[config.mk]
export PLATFORM = sky130hd
export DESIGN_NAME = sd_read_sequencer
export DESIGN_NICKNAME = d
export VERILOG_FILES = /design/src/rtl/sd_seq_pkg.sv /design/src/rtl/sd_seq_crc32.sv /design/src/rtl/sd_read_sequencer.sv
export SDC_FILE = /design/constraint.sdc
export NUM_CORES = 1
export LEC_CHECK = 0
export CAP_MARGIN = 20
export CORE_MARGIN = 5
export CORE_UTILIZATION = 45
export DETAILED_ROUTE_END_ITERATION = 8
export PLACE_DENSITY = 0.74
export SLEW_MARGIN = 40
export SYNTH_ARGS = -nofsm -noshare
export SYNTH_HDL_FRONTEND = slang
export SYNTH_SLANG_ARGS = --single-unit
[constraint.sdc]
create_clock -name clk -period 2.2 [get_ports clk]
set_clock_uncertainty 0.2 [all_clocks]
set_input_delay 0.55 -clock clk [delete_from_list [all_inputs] [get_ports clk]]
set_output_delay 0.55 -clock clk [all_outputs]
set_load 0.02 [all_outputs]
[src/rtl/sd_seq_pkg.sv]
// Shared types and constants for the SD read sequencer.
package sd_seq_pkg;

  typedef enum logic [2:0] {
    S_IDLE,
    S_HOLD,
    S_RUN,
    S_CHECK,
    S_RETRY,
    S_DONE,
    S_ERROR
  } state_t;

  typedef enum logic [1:0] {
    ERR_NONE,
    ERR_TIMEOUT,
    ERR_NOFILE,
    ERR_BADFS
  } err_t;

  localparam logic [2:0] FAT_DONE = 3'd6;
  localparam logic [1:0] FS_INVALID = 2'd1;

  // Reflected form of polynomial 0x04C11DB7
  localparam logic [31:0] CRC_POLY_R = 32'hEDB8_8320;

  function automatic logic [31:0] crc32_step(
    input logic [31:0] c,
    input logic [7:0]  d
  );
    logic [31:0] r;
    r = c ^ {24'd0, d};
    for (int i = 0; i < 8; i++) begin
      r = r[0] ? ((r >> 1) ^ CRC_POLY_R) : (r >> 1);
    end
    return r;
  endfunction

endpackage

[src/rtl/sd_seq_crc32.sv]
// Byte-wide CRC-32 accumulator; output is the final-xored value.
module sd_seq_crc32
  import sd_seq_pkg::*;
(
  input  logic        clk,
  input  logic        rst,
  input  logic        clr,
  input  logic        en,
  input  logic [7:0]  data,
  output logic [31:0] crc
);

  logic [31:0] acc;

  always_ff @(posedge clk) begin
    if (rst || clr) begin
      acc <= 32'hFFFF_FFFF;
    end else if (en) begin
      acc <= crc32_step(acc, data);
    end
  end

  // Reset preload inverts to zero, matching the idle crc32 value
  assign crc = ~acc;

endmodule

[src/rtl/sd_read_sequencer.sv]
// Run-control for the SD file reader: reset hold, retry, status, byte forwarding.
// Optional CRC-32 of forwarded bytes when SD_SEQ_CRC32_EN is defined.
module sd_read_sequencer
  import sd_seq_pkg::*;
#(
  parameter int RESET_HOLD     = 16,
  parameter int TIMEOUT_CYCLES = 100_000_000,
  parameter int MAX_RETRY      = 3,
  parameter int BYTE_CNT_W     = 32
) (
  input  logic                  clk,
  input  logic                  rst,
  input  logic                  start,
  input  logic                  abort,
  output logic                  reader_rst_n,
  input  logic [2:0]            fatstate,
  input  logic [1:0]            filesystemtype,
  input  logic                  file_found,
  input  logic                  outreq,
  input  logic [7:0]            outbyte,
  output logic                  byte_valid,
  output logic [7:0]            byte_data,
  output logic                  busy,
  output logic                  done,
  output logic                  error,
  output logic [1:0]            err_code,
  output logic [2:0]            retry_cnt,
  output logic [BYTE_CNT_W-1:0] byte_count,
  output logic [31:0]           crc32
);

  localparam int TW = $clog2(TIMEOUT_CYCLES + 1);
  localparam int HW = $clog2(RESET_HOLD);
  localparam logic [TW-1:0] T_LAST = TW'(TIMEOUT_CYCLES - 1);
  localparam logic [HW-1:0] H_LAST = HW'(RESET_HOLD - 1);
  localparam logic [2:0] R_MAX = 3'(MAX_RETRY);

  state_t        state;
  state_t        nxt;
  err_t          nerr;
  logic [TW-1:0] timer;
  logic [HW-1:0] hold_cnt;
  logic          act;
  logic          go;
  logic          halt;
  logic          fwd;
  logic          retry_ok;
  logic          restart;

  assign act = state inside {S_HOLD, S_RUN, S_CHECK, S_RETRY};
  assign go = start && !act;
  assign halt = abort && act;
  assign fwd = (state == S_RUN) && outreq;
  assign retry_ok = retry_cnt < R_MAX;
  assign restart = go || ((state == S_RETRY) && retry_ok && !halt);

  always_comb begin
    nxt = state;
    nerr = ERR_NONE;
    unique case (state)
      S_IDLE, S_DONE, S_ERROR: begin
        if (start) nxt = S_HOLD;
      end
      S_HOLD: begin
        if (hold_cnt == H_LAST) nxt = S_RUN;
      end
      S_RUN: begin
        if (fatstate == FAT_DONE) begin
          nxt = S_CHECK;
        end else if (filesystemtype == FS_INVALID) begin
          nxt = S_ERROR;
          nerr = ERR_BADFS;
        end else if (!outreq && timer == T_LAST) begin
          nxt = S_RETRY;
        end
      end
      S_CHECK: begin
        if (file_found) begin
          nxt = S_DONE;
        end else begin
          nxt = S_ERROR;
          nerr = ERR_NOFILE;
        end
      end
      S_RETRY: begin
        if (retry_ok) begin
          nxt = S_HOLD;
        end else begin
          nxt = S_ERROR;
          nerr = ERR_TIMEOUT;
        end
      end
      default: nxt = S_IDLE;
    endcase
    if (halt) nxt = S_IDLE;
  end

  always_ff @(posedge clk) begin
    if (rst) begin
      state        <= S_IDLE;
      reader_rst_n <= 1'b0;
      busy         <= 1'b0;
      done         <= 1'b0;
      error        <= 1'b0;
      err_code     <= '0;
      retry_cnt    <= '0;
      byte_count   <= '0;
      byte_valid   <= 1'b0;
      byte_data    <= '0;
      timer        <= '0;
      hold_cnt     <= '0;
    end else begin
      state        <= nxt;
      reader_rst_n <= nxt inside {S_RUN, S_CHECK, S_RETRY, S_DONE};
      busy         <= nxt inside {S_HOLD, S_RUN, S_CHECK, S_RETRY};
      hold_cnt     <= (state == S_HOLD && nxt == S_HOLD)
                      ? hold_cnt + 1'b1 : '0;
      // Timer only runs while staying in RUN without a byte
      timer        <= (state == S_RUN && nxt == S_RUN && !outreq)
                      ? timer + 1'b1 : '0;
      byte_valid   <= fwd;
      if (fwd) byte_data <= outbyte;
      if (go) begin
        done       <= 1'b0;
        error      <= 1'b0;
        err_code   <= '0;
        retry_cnt  <= '0;
        byte_count <= '0;
      end else if (restart) begin
        retry_cnt  <= retry_cnt + 3'd1;
        byte_count <= '0;
      end else if (fwd) begin
        byte_count <= byte_count + 1'b1;
      end
      if (nxt == S_DONE) done <= 1'b1;
      if (nxt == S_ERROR && state != S_ERROR) begin
        error    <= 1'b1;
        err_code <= nerr;
      end
    end
  end

`ifdef SD_SEQ_CRC32_EN
  sd_seq_crc32 u_crc (
    .clk  (clk),
    .rst  (rst),
    .clr  (restart),
    .en   (byte_valid),
    .data (byte_data),
    .crc  (crc32)
  );
`else
  assign crc32 = 32'd0;
`endif

endmodule

# After elaboration in Yosys (flattened, before gate mapping)
# Cells that the tools add are included.
[op_classes]
add_sub_neg = 4
n_reduce_logical = 25
magnitude_cmp = 1
eq_ne = 17
n_mux = 19
n_bitwise = 2
[ops]
columns = ["cell", "n"]
rows = [
  ["$add A32 B1 Y32 const B", 1],
  ["$add A27 B1 Y27 const B", 1],
  ["$eq A27 B27 Y1 const B", 1],
  ["$eq A3 B3 Y1 const B", 7],
  ["$mux W3", 7],
  ["$pmux W3 S5", 1],
  ["$eq A3 B2 Y1 const B", 4],
  ["$mux W2", 6],
  ["$reduce_bool A4 Y1", 3],
  ["$logic_and A1 B1 Y1", 10],
  ["$eq A3 B1 Y1 const B", 2],
  ["$pmux W2 S3", 1],
  ["$reduce_or A2 Y1", 3],
  ["$reduce_or A3 Y1", 2],
  ["$add A4 B1 Y4 const B", 1],
  ["$eq A4 B4 Y1 const B", 1],
  ["$mux W1", 4],
  ["$reduce_bool A2 Y1", 2],
  ["$add A3 B1 Y3 const B", 1],
  ["$logic_not A1 Y1", 3],
  ["$logic_not A3 Y1", 1],
  ["$lt A3 B2 Y1 const B", 1],
  ["$ne A3 B3 Y1 const B", 1],
  ["$eq A2 B1 Y1 const B", 1],
  ["2 further kinds", 3],
]
[word_totals]
inputBits = 19
elab_cells = 80
out_inout_bits = 82
regBits = 84

# Depth between registers and ports, before layout
# Gate-level depths: netlist (run 1).
[logic_depth]
ltp_word = 12
depth_mapped = 9

# Least setup slack after synthesis (run 1)
# Ideal clock, no wire load.
[synth_timing]
kind = "in2reg"
start = "input port fatstate[0]"
end = "register timer[11]"
path_buffers = 2
slack_ns = -0.178
arrival_ns = 2.114
path_stages = 8
path_cell_list = "and3b_1 -> a21oi_1 -> a211oi_1 -> a21oi_4 -> or4_1 -> buf_6 -> buf_8 -> nor2_1"
[synth_between]
elab_chain_len = 9
[synth_rtl]
columns = ["item", "line", "text"]
rows = [
  ["from (decl)", "sd_read_sequencer.sv:16", "input logic [2:0] fatstate,"],
  ["$eq A3 B3 Y1", "sd_read_sequencer.sv:68", "if (fatstate == FAT_DONE) begin"],
  ["$mux W3", "sd_read_sequencer.sv:68", ""],
  ["$pmux W3 S5", "sd_read_sequencer.sv:60", "unique case (state)"],
  ["$mux W3", "sd_read_sequencer.sv:95", "if (halt) nxt = S_IDLE;"],
  ["$eq A3 B2 Y1", "sd_read_sequencer.sv:119", "timer <= (state == S_RUN && nxt == S_RUN && !outreq)"],
  ["$logic_and A1 B1 Y1 (2 in series)", "sd_read_sequencer.sv:119", ""],
  ["$not A1 Y1 (no line)", "-", ""],
  ["$reduce_or A2 Y1 (no line)", "-", ""],
  ["to (signal assigned)", "sd_read_sequencer.sv:119", ""],
  ["to (decl)", "sd_read_sequencer.sv:41", "logic [TW-1:0] timer;"],
]
# No other way between the ends.
# A chain may end at the register's enable or synchronous reset.

# Final worst setup path (run 1)
[layout_timing]
start = "input port filesystemtype[0]"
end = "register timer[17]"
[layout_between]
elab_chain_len = 10
[layout_rtl]
columns = ["item", "line", "text"]
rows = [
  ["from (decl)", "sd_read_sequencer.sv:17", "input logic [1:0] filesystemtype,"],
  ["$eq A2 B1 Y1", "sd_read_sequencer.sv:70", "end else if (filesystemtype == FS_INVALID) begin"],
  ["$mux W3", "sd_read_sequencer.sv:70", ""],
  ["$mux W3", "sd_read_sequencer.sv:68", ""],
  ["$pmux W3 S5", "sd_read_sequencer.sv:60", ""],
  ["$mux W3", "sd_read_sequencer.sv:95", ""],
  ["$eq A3 B2 Y1", "sd_read_sequencer.sv:119", ""],
  ["$logic_and A1 B1 Y1 (2 in series)", "sd_read_sequencer.sv:119", ""],
  ["$not A1 Y1 (no line)", "-", ""],
  ["$reduce_or A2 Y1 (no line)", "-", ""],
]
# No other way between the ends.

==> impl_metrics.csv, run 1 <==
group,metric,value,unit
critical_path,path_class,"in2reg",
yosys,mappedNetlistArea,4020,sq um
yosys,synthCells,472,
power,power_frac_comb,7.4,%
placement,dpl_worst_slack,-563,ps
power,ir_drop,0.337,mV
die,num_rows,34,
outcome,outcome,"complete, but fails checks",
die,die_y,105,um
yosys,yosysWarnings,0,
yosys,ys_types,47,
sta,slew_headroom,65.4,%
drt,via_per_inst,5.06,
drt,route.detailed.drc,0,
power,switchingPower,791,uW
drt,avgRoutedWirePerCell,14.7,um
critical_path,critical_path.startpoint_type,"input port",
clocking,cts_buffers,9,
die,die_w,105,um
finish,final_cell_mix,"dfxtp_1 (77), nor2_1 (63), nand2_1 (49)",
critical_path,critPathCaptureType,"register",
clocking,cts_buffer_depth,2,
finish,stdcell_count,709,
clocking,clk_pin_slew,100,ps
placement,place_inst,679,
drt,drt-total-wl,10400,um
sta,rsz0062_at_grt,"true",
yosys,yosys_most_used_dff,"dfxtp_1",
sta,fin_crit_sh,108,%
critical_path,crit_family,"buffers and inverters",
global_routing,grtUsageTotal,17.9,%
yosys,synth_edf_count,0,
global_routing,grt_pass1_wl,16300,um
critical_path,crit_arrival,2500,ps
global_routing,grt_max_degree,33,
sta,min_period,2390,ps
yosys,synth.ff_latch_count,84,
critical_path,slowest_stage,"or4_4",
run,drv_cap,0,
sta,worst_slack,-187,ps
power,p_int,2060,uW
global_routing,first_global_vias,3502,
clocking,cts-root-buf,"clkbuf_8",
critical_path,cp.required,2310,ps
critical_path,critical_path.cell_chain,"clkdlybuf4s50_1 > nor2b_4 > a211oi_2 > buf_4 > a21oi_4 > or4_4 > buf_4 > clkbuf_16 > nor2_1",
sta,fin_tns_setup,-3870,ps
placement,dp_hpwl,6830,um
finish,layout_commonest_cell,"dfxtp_1",
die,ios,101,
finish,nNetsFinal,619,
power,p_per_area,503,nW/um^2
clocking,cts_tree,"done",
sta,fmax,419,MHz
power,switching_share,27.8,%
clocking,clock-sinks,84,
power,power.total,2850,uW
finish,drive_gt1_share,23.1,%
hold_path,hold_class,"reg2reg",
drt,vias,3591,
placement,port_buffers,68,
outcome,violations,"negative setup slack",
die,fp.dieArea,10900,sq um
sta,hold_violations,0,
die,initial_core_util,46.1,%
placement,gp_congestion,0.843,
finish,antenna_cells,0,
clocking,htreeDepth,3,
critical_path,path_common_cell,"buf_4",
drt,ant_nets,0,
global_routing,grt_overflow,0,
finish,syn2layout_area_growth,40.8,%
sta,worstMarginPinSlew,514,ps
yosys,seq_area_frac_synth,41.8,%
clocking,holdBufCountCts,0,
clocking,clk_latency,380,ps
power,seqPwrFrac,53.8,%
sta,finalMaxSlewViolations,0,
drt,drtIter0Drc,161,
sta,setup_viol,33,
finish,fill_cells,700,
critical_path,slowest_delay,560,ps
critical_path,cp_max_fo,6,
power,leakagePower,0.00239,uW
yosys,postSynth.asyncResetShare,0,%
die,core_area,8720,sq um
yosys,synth.avg_cell_area,8.53,sq um
global_routing,antenna_found_initial,0,
critical_path,path_buf_inv,4,
power,pwr-share-clk,38.9,%
drt,drtPass1Iterations,4,
## per-stage QoR
stage	hold WS (ps)	utilization, %	cell area [sq um]
6_report	260	64.9	5660
2_1_floorplan	218	-	4150
5_1_grt	290	64.9	5660
3_5_place_dp	237	57.2	4990
3_3_place_gp	228	57.2	4990
4_1_cts	222	61.7	5380
## worst reg2reg max path, stage by stage (launching register included)
cell,delay [ps]
dfxtp_1,410
nand4_1,300
nor4_1,540
nor2b_2,350
nand3_1,120
xor2_1,260
nor2_4,60
## power by group through the flow
stage / logic, uW / clock network (uW) / registers [uW]
after floorplan: 152 / 0 / 1570
after global placement: 185 / 0 / 1560
after detailed placement: 186 / 0 / 1570
after CTS: 198 / 1120 / 1530
after global routing: 224 / 1200 / 1530
final: 210 / 1110 / 1530
## timing repair
action / CTS / global route
pin swaps: 10 / 27
gates resized for setup: 41 / 65
gates cloned: 2 / 1
buffers inserted: 5 / 6
setup endpoints to repair: 47 / 63
## area by class of cell
class	instances	area [sq um]	share of cell area (%)
clock buffers	9	124	2.19
multi-input cells	365	2330	41.1
flip-flops and latches	84	1690	29.9
inverters	8	30.0	0.530
well taps	108	135	2.39
repair buffers	128	1280	22.5
clock inverters	7	78.8	1.39
## cells by family after synthesis
logic type / count (synthesis) / synth area share [%]
simple gates: 231 / 28.3
buf+inv: 54 / 9.02
compound gates: 36 / 5.97
mux: 2 / 0.498
flops: 84 / 41.8
xor+xnor: 60 / 13.1
other cells: 1 / 0.0932
fa+ha+maj: 4 / 1.24
## layer usage
metal / global-route usage [%] / part of all wire (%) / wire length (um) / up-vias
li1: - / - / - / 1768
met1: 20.9 / 42 / 4410 / 1704
met2: 31.9 / 51 / 5290 / 98
met4: 5.92 / 2.5 / 260 / 0
met3: 4.44 / 4.5 / 465 / 21
met5: 0 / 0 / 0 / -
## synth_stat cells (all sizes together) (4+ instances only)
library cell,count,area share (%)
nand3,30,3.7
nand2b,5,0.78
dfxtp,84,42
nor4,4,0.78
a21oi,21,3.2
nor2b,4,0.62
nor2,76,7.1
xnor2,23,5.0
buf,38,7.5
and4,6,1.3
nand2,50,4.7
nor3,12,1.5
o21ai,5,0.62
clkbuf,8,0.75
inv,8,0.75
ha,4,1.2
and3,11,1.7
nand4,12,1.9
xor2,37,8.1
## worst paths after layout
path	slack (ps)	startpoint	end	depth (start not counted)
hold reg to reg	260	byte_data[6]$_SDFFE_PP0P_	byte_data[6]$_SDFFE_PP0P_	2
hold / removal	260	byte_data[6]$_SDFFE_PP0P_	byte_data[6]$_SDFFE_PP0P_	2
setup reg to reg	-140	timer[13]$_SDFF_PP0_	timer[21]$_SDFF_PP0_	6
setup / recovery	-190	filesystemtype[0]	timer[17]$_SDFF_PP0_	9
## flip-flops by register name, indices dropped and copies added, names as in the netlist
signal / flops
busy: 1
byte_count: 32
byte_data: 8
byte_valid: 1
done: 1
err_code: 2
error: 1
hold_cnt: 4
reader_rst_n: 1
retry_cnt: 3
state: 3
timer: 27
Power figures use the tool's default switching activity.
==> inputs of run 2 (changes only) <==
- CORE_UTILIZATION: 45 -> 46
- CTS_BUF_LIST: unset -> sky130_fd_sc_hd__clkbuf_4 sky130_fd_sc_hd__clkbuf_8
- MAX_ROUTING_LAYER: unset -> met4
- PLACE_DENSITY: 0.74 -> 0.76
==> impl_metrics.csv, run 2 (synthesis gave the netlist of run 1 again) <==
group,metric,value,unit
drt,avgRoutedWirePerCell,15.0,um
critical_path,cp_max_fo,6,
drt,vias,3634,
global_routing,gr-usage-met1,21.5,%
die,core_area,8640,sq um
critical_path,critical_path.startpoint_type,"input port",
global_routing,grt_overflow,0,
global_routing,grtUsageTotal,19.2,%
die,fp.dieArea,10700,sq um
finish,layout_commonest_cell,"dfxtp_1",
die,initial_core_util,46.6,%
power,ir_drop,0.293,mV
global_routing,met3_usage,5.04,%
hold_path,hold_class,"reg2reg",
finish,antenna_cells,0,
finish,nNetsFinal,624,
critical_path,cp.required,2290,ps
global_routing,antenna_found_initial,0,
drt,ant_nets,0,
critical_path,ff2ff_setup_slack,-100,ps
global_routing,busiest_layer,"met2",
power,p_per_area,487,nW/um^2
outcome,violations,"negative setup slack",
global_routing,grt_pass1_wl,16800,um
sta,hold_violations,0,
drt,drt-total-wl,10700,um
placement,place_inst,675,
placement,dp_hpwl,7000,um
finish,syn2layout_area_growth,41.7,%
clocking,cts_buffer_depth,2,
sta,setup_viol,30,
finish,drive_gt1_share,24.1,%
clocking,cts-root-buf,"clkbuf_8",
outcome,outcome,"complete, but fails checks",
clocking,clk_latency,350,ps
finish,largest_reg_flops,32,
clocking,cts_tree,"done",
critical_path,critPathCaptureType,"register",
clocking,htreeDepth,3,
sta,hold_ws,259,ps
run,drv_cap,0,
hold_path,min_from,"byte_data[0]$_SDFFE_PP0P_",
placement,port_buffers,68,
finish,final_util,66.0,%
global_routing,first_global_vias,3598,
finish,top_register,"byte_count",
placement,gp_congestion,0.882,
power,leakagePower,0.00237,uW
critical_path,crit_path_start,"fatstate[0]",
placement,dpl_cell_area,4970,sq um
critical_path,crit_arrival,2420,ps
sta,fmax,431,MHz
clocking,clk_pin_slew,90,ps
die,num_rows,34,
finish,stdcell_count,714,
sta,min_period,2320,ps
clocking,cts_buffers,9,
critical_path,path_class,"in2reg",
critical_path,reg2reg_from,"timer[19]$_SDFF_PP0_",
power,power.total,2780,uW
global_routing,grt_max_degree,33,
drt,drtPass1Iterations,4,
sta,rsz0062_at_grt,"true",
drt,via_per_inst,5.09,
finish,final_area,5700,sq um
sta,finalMaxSlewViolations,0,
clocking,clock-sinks,84,
global_routing,grt_util_met2,32.7,%
die,ios,101,
critical_path,slowest_stage,"or4_4",
sta,worst_slack,-120,ps
die,die_y,104,um
critical_path,slowest_delay,530,ps
drt,drtIter0Drc,156,
finish,final_cell_mix,"dfxtp_1 (77), nor2_1 (61), buf_4 (57)",
critical_path,critical_path.cell_chain,"dlygate4sd2_1 > and3b_2 > a21oi_2 > a211oi_2 > a21oi_4 > or4_4 > buf_4 > buf_16 > nor2_1",
sta,fin_crit_sh,105,%
die,die_w,104,um
finish,largestRegisters,"byte_count (32), timer (27), byte_data (8)",
drt,route.detailed.drc,0,
-- run 2: cell count changes in the layout (fill, tap and decap cells not counted), sizes merged --
cell,delta
buf,+6
dlygate4sd2,-4
clkdlybuf4s50,+3
clkinvlp,+3
clkinv,-2
clkbuf,-1
clkdlybuf4s15,+1
inv,-1
-- run 2: report_power, final --
part           total [uW]  switching [uW]  internal (uW)
logic                 209             128           80.6
registers            1530            7.99           1520
clock network        1040             612            426
-- run 2: worst paths after layout --
check / to / cells after the start
worst max-delay path: timer[16]$_SDFF_PP0_ / 9
worst min register to register: byte_data[0]$_SDFFE_PP0P_ / 2
worst min-delay path: byte_data[0]$_SDFFE_PP0P_ / 2
worst max register to register: timer[2]$_SDFF_PP0_ / 8
-- run 2: final cells by class --
cell class	count	area, sq um
flip-flops and latches	84	1700
fillers	673	2940
inverters	8	30.0
clock buffers	9	124
clock inverters	7	60.1
well taps	108	135
repair buffers	133	1280
multi-input cells	365	2370
-- run 2: critical path, delay by kind of cell --
kind	cells	cell delay [ps]
AOI/OAI and AO/OA	3	420
buffers and inverters	3	540
and+or+nand+nor	3	900
-- run 2: repair_timing --
item | CTS | global route
gates resized for setup | 53 | 60
cloned | 3 | 0
hold buffers | 0 | 0
pin swaps | 16 | 21
endpoints found under the setup margin | 42 | 52
buffers inserted | 8 | 14
-- run 2: per-stage QoR --
stage               setup TNS, ps  worst slack, ps
floorplan                   -1370            -70.0
global placement           -24600             -559
detailed placement         -29860             -716
CTS                         -2010            -81.3
global route                -4160             -171
finish                      -2200             -120
-- run 2: layer usage --
metal | wire length, um | up-vias
met5 | 0 | -
met4 | 230 | 0
met3 | 571 | 21
met2 | 5590 | 116
met1 | 4330 | 1713
li1 | - | 1784
==> inputs of run 3 (changes only) <==
- CORE_MARGIN: 5 -> 3
==> impl_metrics.csv, run 3 (synthesis gave the netlist of run 1 again) <==
group,metric,value,unit
outcome,outcome,"complete, but fails checks",
outcome,violations,"negative setup slack",
drt,drtPass1Iterations,4,
finish,register_area,1700,sq um
die,core_area,8340,sq um
sta,hold_violations,0,
finish,antenna_cells,0,
sta,finalMaxSlewViolations,0,
critical_path,crit_arrival,2470,ps
placement,gp_congestion,0.936,
placement,dpl_cell_area,5050,sq um
finish,syn2layout_area_growth,45.6,%
sta,min_period,2380,ps
finish,top_register,"byte_count",
finish,largestRegisters,"byte_count (32), timer (27), byte_data (8)",
sta,rsz0062_at_grt,"true",
die,ios,101,
clocking,holdBufCountCts,0,
global_routing,grt_pass1_wl,16600,um
global_routing,antenna_found_initial,0,
finish,fill_cells,589,
die,die_w,99.5,um
sta,setup_viol,30,
sta,hold_ws,249,ps
hold_path,hold_class,"reg2reg",
critical_path,path_class,"reg2reg",
drt,top_layer,"met4",
sta,fin_crit_sh,108,%
finish,final_area,5860,sq um
critical_path,cp_max_fo,6,
drt,met1Wirelength,4520,um
drt,ant_nets,0,
drt,drtIter0Drc,130,
drt,vias,3670,
clocking,cts_buffer_depth,2,
power,leakagePower,0.00239,uW
clocking,clk_latency,360,ps
placement,port_buffers,68,
die,initial_core_util,48.2,%
critical_path,critPathCaptureType,"register",
finish,nNetsFinal,625,
sta,fmax,420,MHz
finish,largest_reg_flops,32,
clocking,htreeDepth,3,
power,p_per_area,534,nW/um^2
critical_path,slowest_delay,660,ps
run,drv_cap,0,
critical_path,cp.required,2290,ps
drt,drt-total-wl,10900,um
die,num_rows,33,
critical_path,critical_path.startpoint_type,"register",
clocking,clock-sinks,84,
global_routing,grt_max_degree,33,
finish,multi_input_area,2460,sq um
drt,route.detailed.drc,0,
drt,avgRoutedWirePerCell,15.3,um
drt,via_per_inst,5.15,
global_routing,grtUsageTotal,21.6,%
critical_path,slowest_stage,"or4_4",
finish,layout_commonest_cell,"dfxtp_1",
clocking,cts_buffers,9,
global_routing,grt_overflow,0,
global_routing,first_global_vias,3471,
placement,dpl_worst_slack,-632,ps
clocking,cts-root-buf,"clkbuf_8",
hold_path,min_from,"hold_cnt[0]$_SDFF_PP0_",
power,ir_drop,0.378,mV
drt,wl_met2,5680,um
sta,worst_slack,-182,ps
die,die_y,99.5,um
critical_path,reg2reg_from,"hold_cnt[1]$_SDFF_PP0_",
finish,drive_gt1_share,26.4,%
critical_path,crit_path_start,"hold_cnt[1]$_SDFF_PP0_",
finish,final_cell_mix,"dfxtp_1 (76), buf_4 (56), nor2_1 (50)",
critical_path,critical_path.cell_chain,"ha_4 > nand3_4 > or3b_4 > o2111a_2 > nand3b_1 > or4_4 > clkbuf_16 > nor2_1",
die,fp.dieArea,9910,sq um
clocking,clk_pin_slew,90,ps
clocking,cts_tree,"done",
drt,wl_met3,463,um
placement,dp_hpwl,6740,um
-- run 3: cell count changes in the layout (fill, tap and decap cells not counted), moves of 3 or more --
cell and change:
bufinv_16 +3, clkinvlp_4 -3, dlygate4sd2_1 +4, dlymetal6s2s_1 -3, nor2_1 -11, nor2_4 +11
-- run 3: path summary, 6_finish.rpt --
path              slack, ps  cells after the start                     end
setup reg to reg       -180                      8    timer[18]$_SDFF_PP0_
hold / removal          250                      1  hold_cnt[0]$_SDFF_PP0_
hold reg to reg         250                      1  hold_cnt[0]$_SDFF_PP0_
setup / recovery       -180                      8    timer[18]$_SDFF_PP0_
-- run 3: final cells by class --
type / count / share of cell area [%]
inverter: 8 / 0.512
multi-input combinational: 365 / 42.0
clock inverter: 7 / 2.18
tap: 105 / 2.24
clock buffer: 9 / 2.11
sequential: 84 / 29.0
timing repair buffer: 134 / 21.9
-- run 3: through the flow --
stage,total power [uW],cells,setup TNS (ps),utilization (%)
2_1_floorplan,1720,503,-1370,-
3_3_place_gp,1760,683,-26140,60.6
3_5_place_dp,1760,683,-28590,60.6
4_1_cts,3120,705,-1690,66.8
5_1_grt,3230,712,-5620,70.3
6_report,3130,712,-3600,70.3
-- run 3: critical path: cells and delay by family (launching register included) --
family	cells	cell delay, ps
simple gates	5	1160
flops	1	370
buf+inv	1	220
compound gates	1	200
fa+ha+maj	1	160
-- run 3: per-layer routing --
metal,vias to the layer above,track usage [%]
met5,-,-
li1,1785,-
met3,27,3.16
met2,108,36.5
met4,0,8.93
met1,1750,25.6
-- run 3: report_power, final --
| part | switching (uW) | internal [uW] |
|---|---|---|
| logic | 133 | 86.3 |
| registers | 6.91 | 1520 |
| clock network | 606 | 774 |
| total | 746 | 2380 |
-- run 3: repair_timing --
item,in CTS,in global routing
gates cloned,2,1
resized for setup,64,73
buffers inserted,4,8
pin swaps,13,33
endpoints found under the setup margin,46,55
